## src/rtl/uart_sample_if.sv

```systemverilog
`default_nettype none
// ============================================================================
// Module   : uart_sample_if
// Purpose  : Sample output handshake bundle (data, channel, valid/ready).
// Revision : 1.0
// ============================================================================
interface uart_sample_if #(
    parameter int SAMPLE_BYTES = 2,
    parameter int CHANNELS     = 2
);
    localparam int CHAN_W = (CHANNELS > 1) ? $clog2(CHANNELS) : 1;

    logic [8*SAMPLE_BYTES-1:0] sample_data;
    logic [CHAN_W-1:0]         sample_chan;
    logic                      sample_valid;
    logic                      sample_ready;

    modport master (
        output sample_data,
        output sample_chan,
        output sample_valid,
        input  sample_ready
    );

    modport slave (
        input  sample_data,
        input  sample_chan,
        input  sample_valid,
        output sample_ready
    );
endinterface
`default_nettype wire

```

## src/rtl/uart_sample_rx.sv

```systemverilog
`default_nettype none
// ============================================================================
// Module   : uart_sample_rx
// Purpose  : 8N1 UART receiver assembling little-endian multi-byte samples
//            across interleaved channels with valid/ready output.
// Revision : 1.0
// ============================================================================
module uart_sample_rx #(
    parameter int CLKS_PER_BIT     = 31,
    parameter int SAMPLE_BYTES     = 2,
    parameter int CHANNELS         = 2,
    parameter int IDLE_RESYNC_BITS = 20
) (
    input  logic          clk,
    input  logic          rst_n,
    input  logic          uart_rx,
    output logic          frame_err,
    output logic          overrun_err,
    uart_sample_if.master smp
);
    localparam int CNT_W      = $clog2(CLKS_PER_BIT);
    localparam int CHAN_W     = (CHANNELS > 1) ? $clog2(CHANNELS) : 1;
    localparam int BIDX_W     = (SAMPLE_BYTES > 1) ? $clog2(SAMPLE_BYTES) : 1;
    localparam int SW         = 8 * SAMPLE_BYTES;
    localparam int IDLE_LIMIT = IDLE_RESYNC_BITS * CLKS_PER_BIT;
    localparam int IDLE_W     = $clog2(IDLE_LIMIT + 1);

    localparam logic [CNT_W-1:0]  HALF_CNT  = CNT_W'(CLKS_PER_BIT / 2);
    localparam logic [CNT_W-1:0]  LAST_CNT  = CNT_W'(CLKS_PER_BIT - 1);
    localparam logic [BIDX_W-1:0] LAST_BYTE = BIDX_W'(SAMPLE_BYTES - 1);
    localparam logic [CHAN_W-1:0] LAST_CHAN = CHAN_W'(CHANNELS - 1);

    typedef enum logic [1:0] {
        S_IDLE  = 2'd0,
        S_START = 2'd1,
        S_DATA  = 2'd2,
        S_STOP  = 2'd3
    } state_t;

    state_t              state_q;
    logic [1:0]          sync_q;
    logic [CNT_W-1:0]    cnt_q;
    logic [2:0]          bit_q;
    logic [7:0]          shift_q;
    logic [BIDX_W-1:0]   byte_idx_q;
    logic [CHAN_W-1:0]   chan_q;
    logic [SW-1:0]       acc_q;
    logic [IDLE_W-1:0]   idle_cnt_q;
    logic                valid_q;
    logic [SW-1:0]       data_q;
    logic [CHAN_W-1:0]   chan_out_q;
    logic                frame_err_q;
    logic                overrun_q;

    logic                rx_s;
    logic [SW-1:0]       sample_d;
    logic [CHAN_W-1:0]   chan_d;

    assign rx_s = sync_q[1];

    // Partial sample with the byte currently in the shifter dropped into its slot.
    always_comb begin
        sample_d = acc_q;
        for (int k = 0; k < SAMPLE_BYTES; k++) begin
            if (byte_idx_q == BIDX_W'(k)) begin
                sample_d[8*k +: 8] = shift_q;
            end
        end
    end

    assign chan_d = (chan_q == LAST_CHAN) ? '0 : chan_q + 1'b1;

    always_ff @(posedge clk or negedge rst_n) begin
        if (!rst_n) begin
            sync_q      <= 2'b11;
            state_q     <= S_IDLE;
            cnt_q       <= '0;
            bit_q       <= '0;
            shift_q     <= '0;
            byte_idx_q  <= '0;
            chan_q      <= '0;
            acc_q       <= '0;
            idle_cnt_q  <= '0;
            valid_q     <= 1'b0;
            data_q      <= '0;
            chan_out_q  <= '0;
            frame_err_q <= 1'b0;
            overrun_q   <= 1'b0;
        end else begin
            sync_q      <= {sync_q[0], uart_rx};
            frame_err_q <= 1'b0;
            overrun_q   <= 1'b0;

            if (valid_q && smp.sample_ready) begin
                valid_q <= 1'b0;
            end

            case (state_q)
                S_IDLE: begin
                    if (!rx_s) begin
                        state_q    <= S_START;
                        cnt_q      <= '0;
                        idle_cnt_q <= '0;
                    end else if (idle_cnt_q != IDLE_W'(IDLE_LIMIT)) begin
                        idle_cnt_q <= idle_cnt_q + 1'b1;
                        // A long quiet line means the sender restarted its stream.
                        if (idle_cnt_q == IDLE_W'(IDLE_LIMIT - 1)) begin
                            byte_idx_q <= '0;
                            chan_q     <= '0;
                        end
                    end
                end

                S_START: begin
                    if (cnt_q == HALF_CNT) begin
                        cnt_q <= '0;
                        bit_q <= '0;
                        state_q <= rx_s ? S_IDLE : S_DATA;
                    end else begin
                        cnt_q <= cnt_q + 1'b1;
                    end
                end

                S_DATA: begin
                    if (cnt_q == LAST_CNT) begin
                        cnt_q   <= '0;
                        shift_q <= {rx_s, shift_q[7:1]};
                        bit_q   <= bit_q + 3'd1;
                        if (bit_q == 3'd7) begin
                            state_q <= S_STOP;
                        end
                    end else begin
                        cnt_q <= cnt_q + 1'b1;
                    end
                end

                S_STOP: begin
                    if (cnt_q == LAST_CNT) begin
                        // Leave at mid stop bit so a back-to-back start edge is not missed.
                        state_q <= S_IDLE;
                        cnt_q   <= '0;
                        if (rx_s) begin
                            acc_q <= sample_d;
                            if (byte_idx_q == LAST_BYTE) begin
                                byte_idx_q <= '0;
                                chan_q     <= chan_d;
                                if (!valid_q || smp.sample_ready) begin
                                    valid_q    <= 1'b1;
                                    data_q     <= sample_d;
                                    chan_out_q <= chan_q;
                                end else begin
                                    overrun_q <= 1'b1;
                                end
                            end else begin
                                byte_idx_q <= byte_idx_q + 1'b1;
                            end
                        end else begin
                            frame_err_q <= 1'b1;
                            byte_idx_q  <= '0;
                            chan_q      <= '0;
                        end
                    end else begin
                        cnt_q <= cnt_q + 1'b1;
                    end
                end

                default: state_q <= S_IDLE;
            endcase
        end
    end

    assign smp.sample_valid = valid_q;
    assign smp.sample_data  = data_q;
    assign smp.sample_chan  = chan_out_q;
    assign frame_err        = frame_err_q;
    assign overrun_err      = overrun_q;

endmodule
`default_nettype wire
```

## src/flat_wrapper.sv

```systemverilog
// flat-port wrapper written by rule: the top's interface ports become plain ports
module uart_sample_rx_flat 
#(
    parameter int CLKS_PER_BIT     = 31,
    parameter int SAMPLE_BYTES     = 2,
    parameter int CHANNELS         = 2,
    parameter int IDLE_RESYNC_BITS = 20
)
  (clk, rst_n, uart_rx, frame_err, overrun_err, smp_sample_data, smp_sample_chan, smp_sample_valid, smp_sample_ready);
  uart_sample_if #(.SAMPLE_BYTES(SAMPLE_BYTES), .CHANNELS(CHANNELS)) smp_i ();
  input  logic clk;
  input  logic rst_n;
  input  logic uart_rx;
  output logic frame_err;
  output logic overrun_err;
  output wire logic [$bits(smp_i.sample_data)-1:0] smp_sample_data;
  output wire logic [$bits(smp_i.sample_chan)-1:0] smp_sample_chan;
  output wire logic [$bits(smp_i.sample_valid)-1:0] smp_sample_valid;
  input wire logic [$bits(smp_i.sample_ready)-1:0] smp_sample_ready;
  assign smp_sample_data = smp_i.sample_data;
  assign smp_sample_chan = smp_i.sample_chan;
  assign smp_sample_valid = smp_i.sample_valid;
  assign smp_i.sample_ready = smp_sample_ready;
  uart_sample_rx #(.CLKS_PER_BIT(CLKS_PER_BIT), .SAMPLE_BYTES(SAMPLE_BYTES), .CHANNELS(CHANNELS), .IDLE_RESYNC_BITS(IDLE_RESYNC_BITS)) u_core (.clk(clk), .rst_n(rst_n), .uart_rx(uart_rx), .frame_err(frame_err), .overrun_err(overrun_err), .smp(smp_i));
endmodule
```

## config.mk

```make
export PLATFORM = sky130hd
export DESIGN_NAME = uart_sample_rx_flat
export DESIGN_NICKNAME = d
export VERILOG_FILES = /design/src/rtl/uart_sample_if.sv /design/src/rtl/uart_sample_rx.sv /design/src/flat_wrapper.sv
export SDC_FILE = /design/constraint.sdc
export NUM_CORES = 1
export LEC_CHECK = 0
export ABC_CLOCK_PERIOD_IN_PS = 2400
export CORE_MARGIN = 5
export CORE_UTILIZATION = 49
export DETAILED_ROUTE_END_ITERATION = 12
export PLACE_DENSITY = 0.73
export SYNTH_ARGS = -nofsm -noshare
export SYNTH_HDL_FRONTEND = slang
export SYNTH_SLANG_ARGS = --single-unit
```

## constraint.sdc

```tcl
create_clock -name clk -period 2.4 [get_ports clk]
set_clock_uncertainty 0.15 [all_clocks]
set_input_delay 0.24 -clock clk [delete_from_list [all_inputs] [get_ports clk]]
set_output_delay 0.24 -clock clk [all_outputs]
set_load 0.005 [all_outputs]
```

Yosys cells after proc, flatten, opt, wreduce, memory -nomap -nowiden

Cells that the tools add are included.

Flip-flop bits (word level): 68
Input bits: 4
Word-level logic and storage cells: 96
Output and inout bits: 20

Add/subtract/negate cells: 5
Muxes and demuxes: 44
Eq/ne operators: 18
Reductions and logical operators: 15

Operators by type and width:

| operator                                                                | count |
|---|---|
| 1-bit two-way mux                                                       | 24 |
| 10-bit two-way mux                                                      | 2 |
| 8-bit two-way mux                                                       | 2 |
| 5-bit two-way mux                                                       | 3 |
| 5-bit case mux with 3 select lines                                      | 1 |
| 5-bit AND reduction                                                     | 3 |
| 2-bit by 1-bit inequality test with 1-bit output, second input constant | 7 |
| 2-bit two-way mux                                                       | 6 |
| 10-bit by 1-bit adder with 10-bit output, second input constant         | 1 |
| 10-bit equality test, second input constant                             | 1 |
| 10-bit inequality test, second input constant                           | 1 |
| 2-bit case mux with 4 select lines                                      | 1 |
| 3-bit two-way mux                                                       | 2 |
| 3-bit case mux with 2 select lines                                      | 1 |
| 3-bit AND reduction                                                     | 2 |
| 6-bit AND reduction                                                     | 1 |
| 5-bit by 1-bit adder with 5-bit output, second input constant           | 1 |
| 5-bit by 4-bit equality test with 1-bit output, second input constant   | 1 |
| 5-bit equality test, second input constant                              | 1 |
| 2-bit equality test, second input constant                              | 2 |
| 2-bit inequality test, second input constant                            | 2 |
| 1-bit case mux with 2 select lines                                      | 2 |
| 2-bit AND reduction                                                     | 2 |
| 2-bit nonzero test                                                      | 2 |
| 10 further kinds                                                        | 11 |

Longest topological paths before layout

Gate-level depths: netlist of run 1.

Depth in word-level cells: 7
Mapped depth: 9
Gate-level depth less buffers: 8

Least setup slack after synthesis of run 1

No wires, ideal clock.

Path kind: register to register
Start: register u_core.cnt_q[0]
End: register u_core.data_q[10] (netlist: u_core.smp.sample_data[10])
Required time: 2.123 ns
Clock period less this slack: 2.012 ns
Arrival: 1.734 ns
Cell stages (with the launch flop): 10
Slack: 0.388 ns
Path buffers: 3
Setup time: 0.127 ns
Cell sequence: dfrtp_1 inv_1 ha_1 and4_1 buf_4 nand4_4 nor2b_1 buf_4 buf_12 mux2_1

Cells in the longest elaborated chain, start to end: 2

Ends and longest elaborated chain:

| what                                 | line                  | RTL |
|---|---|---|
| start: declaration                   | uart_sample_rx.sv:42  | `logic [CNT_W-1:0] cnt_q;` |
| start signal: assignment             | uart_sample_rx.sv:120 | `cnt_q <= cnt_q + 1'b1;` |
| start signal: assignment             | uart_sample_rx.sv:133 | `cnt_q <= cnt_q + 1'b1;` |
| start signal: assignment             | uart_sample_rx.sv:163 | `cnt_q <= cnt_q + 1'b1;` |
| 5-bit equality test                  | uart_sample_rx.sv:138 | `if (cnt_q == LAST_CNT) begin` |
| 5-bit AND reduction (no source line) | n/a                   |  |
| end signal: assignment               | uart_sample_rx.sv:149 | `data_q <= sample_d;` |
| end: declaration                     | uart_sample_rx.sv:50  | `logic [SW-1:0] data_q;` |

Every way passes these cells.
A chain may end at the register's enable or synchronous reset.

Worst setup path in the final report of run 1

Start: register u_core.cnt_q[0]
End: register u_core.data_q[15] (netlist: u_core.smp.sample_data[15])

Same word-level chain as after synthesis.

==> metrics.csv, run 1 <==
stage;metric;value;unit
finish;drive_gt1_share;18.5;%
hold_path;min_from;uart_rx;
critical_path;critical_path_class;reg -> reg;
cts;cts_tree;done;
synth;async_flop_share;100;%
cts;cts_max_path_buffers;2;
power;irDropWorstVdd;0.000420;V
global_routing;grt_pass1_vias;1871;
hold_path;hold_class;in -> reg;
global_routing;antenna_found_initial;0;
detailed_routing;wl_met2;2.42;mm
critical_path;r2r-start;u_core.cnt_q[0]$_DFFE_PN0N_;
timing;period_share;90.1;%
timing;rsz0062_at_grt;no;
critical_path;worstPathMaxFanout;8;
timing;fin_crit;2.16;ns
cts;numClockSinks;60;
critical_path;crit_path_start;u_core.cnt_q[0]$_DFFE_PN0N_;
critical_path;cp_cell_sequence;inv_1 > ha_1 > and4_1 > nand4_4 > nor2b_1 > buf_4 > mux2_2;
detailed_routing;drtPass1Iterations;4;
floorplan;start_util;50.8;%
detailed_routing;wl_met3;211;um
synth;syn_area_per_cell;11.9;sq um
detailed_routing;antenna_left;0;
global_routing;grt_pass1_wl;8.98;mm
timing;setup_tns;0;ns
critical_path;slowest_stage;dfrtp_1;
synth;syn_nets;253;
critical_path;crit_arrival;2.23;ns
critical_path;critPathMaxStageDelay;0.43;ns
place;portBuffers;23;
flow_run;drv_cap;0;
place;dpl_worst_slack;0.236;ns
synth;yosysSeqAreaShare;53.5;%
floorplan;die_x;85.8;um
global_routing;grt_max_degree;27;
finish;n_antenna_cell;0;
synth;synth_ff_type;dfrtp_1;
power;power.density;768;nW/um^2
floorplan;core-area;5540;sq um
synth;synth-compound-area-share;8.32;%
cts;ctsResizeCount;0;
synth;synth-edff-count;0;
synth;ys_types;43;
floorplan;die_h;85.8;um
cts;cts_inserted_buffers;9;
detailed_routing;post_drt_wl_per_cell;14.4;um
cts;clkTransAtPathRegs;0.07;ns
synth;synthMuxAreaShare;14.3;%
cts;clk_latency;0.34;ns
timing;finalHoldViolCount;0;
place;place_hpwl;3.61;mm
detailed_routing;viasPerCell;5.45;
global_routing;track_usage;15.9;%
synth;syn_area;2810;sq um
critical_path;cp-start-kind;register;
floorplan;die-area;7360;sq um
timing;worst_pin_slew;0.562;ns
power;leakage;1.61;nW
cts;htree_levels;3;
cts;cts_root_buffer;clkbuf_8;
cts;postCtsHoldBufs;1;
detailed_routing;highest_layer;met4;
timing;setup_viol;0;
critical_path;worst_setup_path_end_kind;register;
place;gp_congestion;0.784;
global_routing;overflow;0;
finish;fin_nets;288;
timing;layout_setup_ws;0.239;ns
synth;synth_warnings;0;
outcome;status;completed;
synth;yosys.area_share.xor_xnor;0.623;%
detailed_routing;drc;0;
synth;ys_ff_latch;60;
synth;synth_top_family_by_area;multiplexers;
synth;synth_cells;237;
cts;postCtsSetupRepairBufs;0;
detailed_routing;wl;5.02;mm
floorplan;row_count;27;
synth;synthSimpleGateAreaFrac;14.1;%
detailed_routing;dr_total_vias;1896;
detailed_routing;met1_length;2.31;mm
timing;max_freq;463;MHz
synth;synth_fa_ha_area_share;5.34;%
floorplan;io_pins;24;
timing;relSlewSlack;62.6;%
detailed_routing;drt_iter0_markers;86;
timing;drv_slew;0;
finish;areaGrowthSynthToFinish;18.5;%
critical_path;cp.required;2.47;ns
## routing by layer
layer | GRT usage, % | vias to the layer above
li1 | - | 921
met1 | 19.5 | 931
met2 | 24.2 | 37
met3 | 6.34 | 7
met4 | 8.35 | 0
met5 | 0 | -
## final cells by class
type	instances	area, sq um
Fill cell	475	2210
Sequential cell	60	1500
Multi-Input combinational cell	155	1200
Timing Repair Buffer	33	303
Clock buffer	10	138
Tap cell	72	90.1
Clock inverter	5	52.6
Inverter	13	48.8
## power by group
group / leakage [nW] / switching [W] / internal [W]
logic: 0.692 / 0.000337 / 0.000197
clock network: 0.0979 / 0.000377 / 0.000496
registers: 0.825 / 0.0000787 / 0.00108
total: 1.61 / 0.000793 / 0.00177
## sequential cells by signal (all words and copies together) (netlist names), named ones only
signal	count
u_core.chan_q	1
u_core.bit_q	3
u_core.byte_idx_q	1
u_core.shift_q	8
u_core.cnt_q	5
u_core.idle_cnt_q	10
u_core.frame_err	1
u_core.sync_q	2
u_core.smp.sample_chan	1
u_core.state_q	1
u_core.smp.sample_data	16
u_core.overrun_err	1
u_core.acc_q	8
u_core.smp.sample_valid	1
## through the flow
stage                     util (%)  cell area (sq um)  cells  hold slack (ns)  power [W]
after global routing          60.2               3330    348            0.121    0.00275
final                         60.2               3330    348            0.156    0.00256
after CTS                     60.2               3330    348            0.135    0.00260
after detailed placement      56.6               3130    332            0.123    0.00171
after global placement        56.6               3130    332            0.116    0.00169
after floorplan                  -               2810    237           -0.206    0.00155
## placed cells by master (no fill, tap or decap), drive strengths merged, types with 4 or more instances in the layout
| cell type | n |
|---|---|
| a21oi | 5 |
| o21ai | 7 |
| nand2 | 17 |
| dfrtp | 58 |
| nand3 | 14 |
| nor2 | 7 |
| inv | 13 |
| clkdlybuf4s50 | 22 |
| nand4 | 7 |
| nor3 | 4 |
| ha | 12 |
| a22o | 5 |
| buf | 10 |
| and3 | 5 |
| and2 | 4 |
| nor2b | 5 |
| mux2 | 33 |
| clkbuf | 10 |
## cells by family (layout without fill, tap and decap cells)
group                    after synthesis  after routing
flip-flops                            60             60
buffers and inverters                 22             61
multiplexers                          36             36
AND/OR/NAND/NOR                       72             72
adder cells (fa/ha/maj)               12             12
XOR/XNOR                               2              2
AO/OA/AOI/OAI                         33             33
## Yosys cell counts, types with 4 or more instances
| master | n | share of area [%] |
|---|---|---|
| dfrtp_1 | 58 | 52 |
| and3_1 | 5 | 1.1 |
| and2_1 | 4 | 0.89 |
| nor2b_1 | 5 | 1.1 |
| mux2_2 | 23 | 9.2 |
| nor3_1 | 4 | 0.71 |
| nand2_1 | 17 | 2.3 |
| a21oi_1 | 5 | 0.89 |
| ha_1 | 12 | 5.3 |
| nand4_1 | 6 | 1.3 |
| nor2_1 | 7 | 0.93 |
| mux2_1 | 10 | 4.0 |
| o21ai_0 | 6 | 1.1 |
| nand3_1 | 14 | 2.5 |
| a22o_1 | 5 | 1.6 |
| inv_1 | 13 | 1.7 |
## path summary, 6_finish.rpt
| kind | endpoint | slack [ns] | cells after the start |
|---|---|---|---|
| hold / removal | u_core.sync_q[0]$_DFF_PN1_ | 0.16 | 1 |
| setup reg to reg | u_core.smp.sample_data[15]$_DFFE_PN0P_ | 0.24 | 7 |
| min in group asynchronous | u_core.idle_cnt_q[4]$_DFFE_PN0P_ | 0.27 | 2 |
| max in group asynchronous | u_core.sync_q[1]$_DFF_PN1_ | 1.13 | 3 |
| hold reg to reg | u_core.sync_q[1]$_DFF_PN1_ | 0.21 | 0 |
| setup / recovery | u_core.smp.sample_data[15]$_DFFE_PN0P_ | 0.24 | 7 |
## worst max-delay path, delay by kind of cell (launching register included)
| kind | cells | cell delay [ns] |
|---|---|---|
| adders and majority gates | 1 | 0.15 |
| buffers and inverters | 2 | 0.29 |
| DFF | 1 | 0.43 |
| and+or+nand+nor | 3 | 0.66 |
| muxes | 1 | 0.36 |
Note: power is estimated with default switching activity, not from simulation.
==> run 2, diff against run 1 <==
--- a/config.mk
+++ b/config.mk
@@ -10,6 +10,7 @@
 export CORE_UTILIZATION = 49
 export DETAILED_ROUTE_END_ITERATION = 12
 export PLACE_DENSITY = 0.73
+export SKIP_LAST_GASP = 1
 export SYNTH_ARGS = -nofsm -noshare
 export SYNTH_HDL_FRONTEND = slang
 export SYNTH_SLANG_ARGS = --single-unit
==> results of run 2 <==
No change in the layout: final DEF, timing and power equal those of run 1.
==> run 3, diff against run 2 <==
--- a/config.mk
+++ b/config.mk
@@ -9,7 +9,8 @@
 export CORE_MARGIN = 5
 export CORE_UTILIZATION = 49
 export DETAILED_ROUTE_END_ITERATION = 12
-export PLACE_DENSITY = 0.73
+export HOLD_SLACK_MARGIN = 0.15
+export PLACE_DENSITY = 0.69
 export SKIP_LAST_GASP = 1
 export SYNTH_ARGS = -nofsm -noshare
 export SYNTH_HDL_FRONTEND = slang
==> run 3 against run 2 <==
Combinational power hardly changed. Register-to-register slack is essentially flat. Sequential share of layout area shrank 0.55 points. Via count fell by 1.1%. Sequential cell count unchanged. Largest cell class unchanged. Cell count shrank 0.29%. Utilization rose by 0.75 points. Clock-buffer cell count increased by 1. Sequential power about the same. Cell area grew 1.2%. Largest power group unchanged.
==> metrics.csv, run 3 (synthesis results as in run 1) <==
stage;metric;value;unit;change
power;power;0.00271;W;+5.8%
place;gp_congestion;0.828;;+5.6%
floorplan;start_util;50.8;%;unchanged
floorplan;die_x;85.8;um;unchanged
global_routing;antenna_found_initial;0;;unchanged
finish;final_common_cell;dfrtp_1;;
finish;drive_gt1_share;17.8;%;-0.66 points
finish;final_cell_mix;58 x dfrtp_1, 23 x mux2_2, 22 x clkdlybuf4s50_1, 17 x nand2_1, 14 x nand3_1;;
timing;finalHoldViolCount;0;;unchanged
timing;setup_tns;0;ns;unchanged
detailed_routing;viasPerCell;5.41;;-0.77%
finish;areaGrowthSynthToFinish;20.0;%;
place;portBuffers;23;;unchanged
floorplan;die_h;85.8;um;unchanged
finish;n_antenna_cell;0;;unchanged
timing;worst_pin_slew;0.751;ns;+0.189 ns
timing;max_freq;465;MHz;+0.51%
cts;clkTransAtPathRegs;0.06;ns;about the same
critical_path;crit_arrival;2.25;ns;+0.02 ns
detailed_routing;wl;5.09;mm;+1.3%
cts;cts_tree;done;;
detailed_routing;drtPass1Iterations;4;;unchanged
place;place_hpwl;3.37;mm;-6.8%
timing;drv_slew;0;;unchanged
critical_path;critical_path_class;reg -> reg;;
finish;multi_input_area;1200;sq um;unchanged
power;irDropWorstVdd;0.000543;V;+29%
global_routing;overflow;0;;unchanged
cts;cts_inserted_buffers;9;;unchanged
floorplan;io_pins;24;;unchanged
timing;setup_viol;0;;unchanged
critical_path;worstPathMaxFanout;6;;-2
detailed_routing;post_drt_wl_per_cell;14.7;um;+1.6%
cts;clk_latency;0.33;ns;about the same
timing;relSlewSlack;50.0;%;-13 points
critical_path;cp.required;2.50;ns;+0.03 ns
detailed_routing;drc;0;;unchanged
detailed_routing;wl_met3;172;um;-18%
floorplan;core-area;5540;sq um;unchanged
timing;fin_crit;2.15;ns;-0.0110 ns
global_routing;track_usage;15.5;%;-0.42 points
outcome;status;completed;;
finish;fin_nets;287;;-0.35%
timing;rsz0062_at_grt;no;;
power;leakage;1.62;nW;+0.63%
detailed_routing;highest_layer;met4;;
flow_run;drv_cap;0;;unchanged
finish;filler_cell_count;462;;-2.7%
cts;cts_root_buffer;clkbuf_8;;
timing;period_share;89.6;%;-0.46 points
detailed_routing;drt_iter0_markers;83;;-3.5%
detailed_routing;wl_met2;2.30;mm;-4.8%
critical_path;cp-start-kind;register;;
hold_path;hold_class;reg -> reg;;
cts;cts_max_path_buffers;2;;unchanged
detailed_routing;met1_length;2.48;mm;+7.2%
finish;seq_area;1500;sq um;unchanged
cts;htree_levels;3;;unchanged
floorplan;die-area;7360;sq um;unchanged
detailed_routing;antenna_left;0;;unchanged
cts;numClockSinks;60;;unchanged
detailed_routing;dr_total_vias;1876;;-1.1%
global_routing;grt_max_degree;61;;+130%
global_routing;grt_pass1_vias;1880;;+0.48%
global_routing;grt_pass1_wl;8.88;mm;-1.1%
power;power.density;803;nW/um^2;+4.5%
critical_path;worst_setup_path_end_kind;register;;
cts;postCtsSetupRepairBufs;0;;unchanged
finish;largest_reg_flops;16;;unchanged
floorplan;row_count;27;;unchanged
run 3: cell count changes in the layout (fill, tap and decap cells not counted):
cell / before / now
buf_12: 0 / 1
buf_4: 9 / 6
bufinv_16: 1 / 2
clkbuf_8: 10 / 11
clkinv_2: 3 / 1
dlygate4sd3_1: 1 / 2
run 3: metrics by stage:
step | hold WS, ns | util, % | area, sq um | cells | setup slack, ns
3_3_place_gp | 0.199 | 56.5 | 3130 | 330 | 0.294
4_1_cts | 0.210 | 60.9 | 3380 | 347 | 0.227
5_1_grt | 0.218 | 60.9 | 3380 | 347 | 0.0572
2_1_floorplan | -0.206 | - | 2810 | 237 | 0.388
3_5_place_dp | 0.201 | 56.5 | 3130 | 330 | 0.251
6_report | 0.208 | 60.9 | 3380 | 347 | 0.249
run 3: per-layer routing:
layer  vias to the layer above  track usage (%)
met5                         -                0
met4                         0             8.63
met3                        10             3.55
met2                        28             23.7
met1                       917             20.3
li1                        921                -
run 3: worst paths after layout:
kind	startpoint	to	slack, ns	cells past startpoint
max	u_core.cnt_q[0]$_DFFE_PN0N_	u_core.cnt_q[3]$_DFFE_PN0N_	0.25	8
min	u_core.sync_q[0]$_DFF_PN1_	u_core.sync_q[1]$_DFF_PN1_	0.21	0
max reg2reg	u_core.cnt_q[0]$_DFFE_PN0N_	u_core.cnt_q[3]$_DFFE_PN0N_	0.25	8
min reg2reg	u_core.sync_q[0]$_DFF_PN1_	u_core.sync_q[1]$_DFF_PN1_	0.21	0
max in group asynchronous	rst_n	u_core.byte_idx_q$_DFFE_PN0P_	1.15	3
min in group asynchronous	rst_n	u_core.cnt_q[3]$_DFFE_PN0N_	0.43	3
run 3: critical path, cell delays in order (launching register included):
cell and delay (ns):
dfrtp_1 0.41, ha_1 0.24, nand3_1 0.11, inv_1 0.05, ha_1 0.17, nand2b_1 0.21, o21ai_1 0.17, or4b_1 0.45
o211ai_1 0.10
run 3: cell type report:
class / count / area share [%]
clock inverters: 4 / 2.15
multi-input cells: 155 / 35.5
inverters: 13 / 1.45
flip-flops and latches: 60 / 44.6
repair buffers: 32 / 9.19
clock buffers: 11 / 4.48
well taps: 72 / 2.67
run 3: power by group:
group	leakage [nW]	internal, W	switching [W]	total [W]
combinational	0.689	0.000197	0.000339	0.000535
sequential	0.825	0.00108	0.0000779	0.00115
clock	0.111	0.000634	0.000387	0.00102
run 3: timing repair:
item / 4_1_cts / 5_1_grt
resized for setup: 0 / 0
endpoints found under the hold margin: 59 / 0
hold buffers: 2 / 0
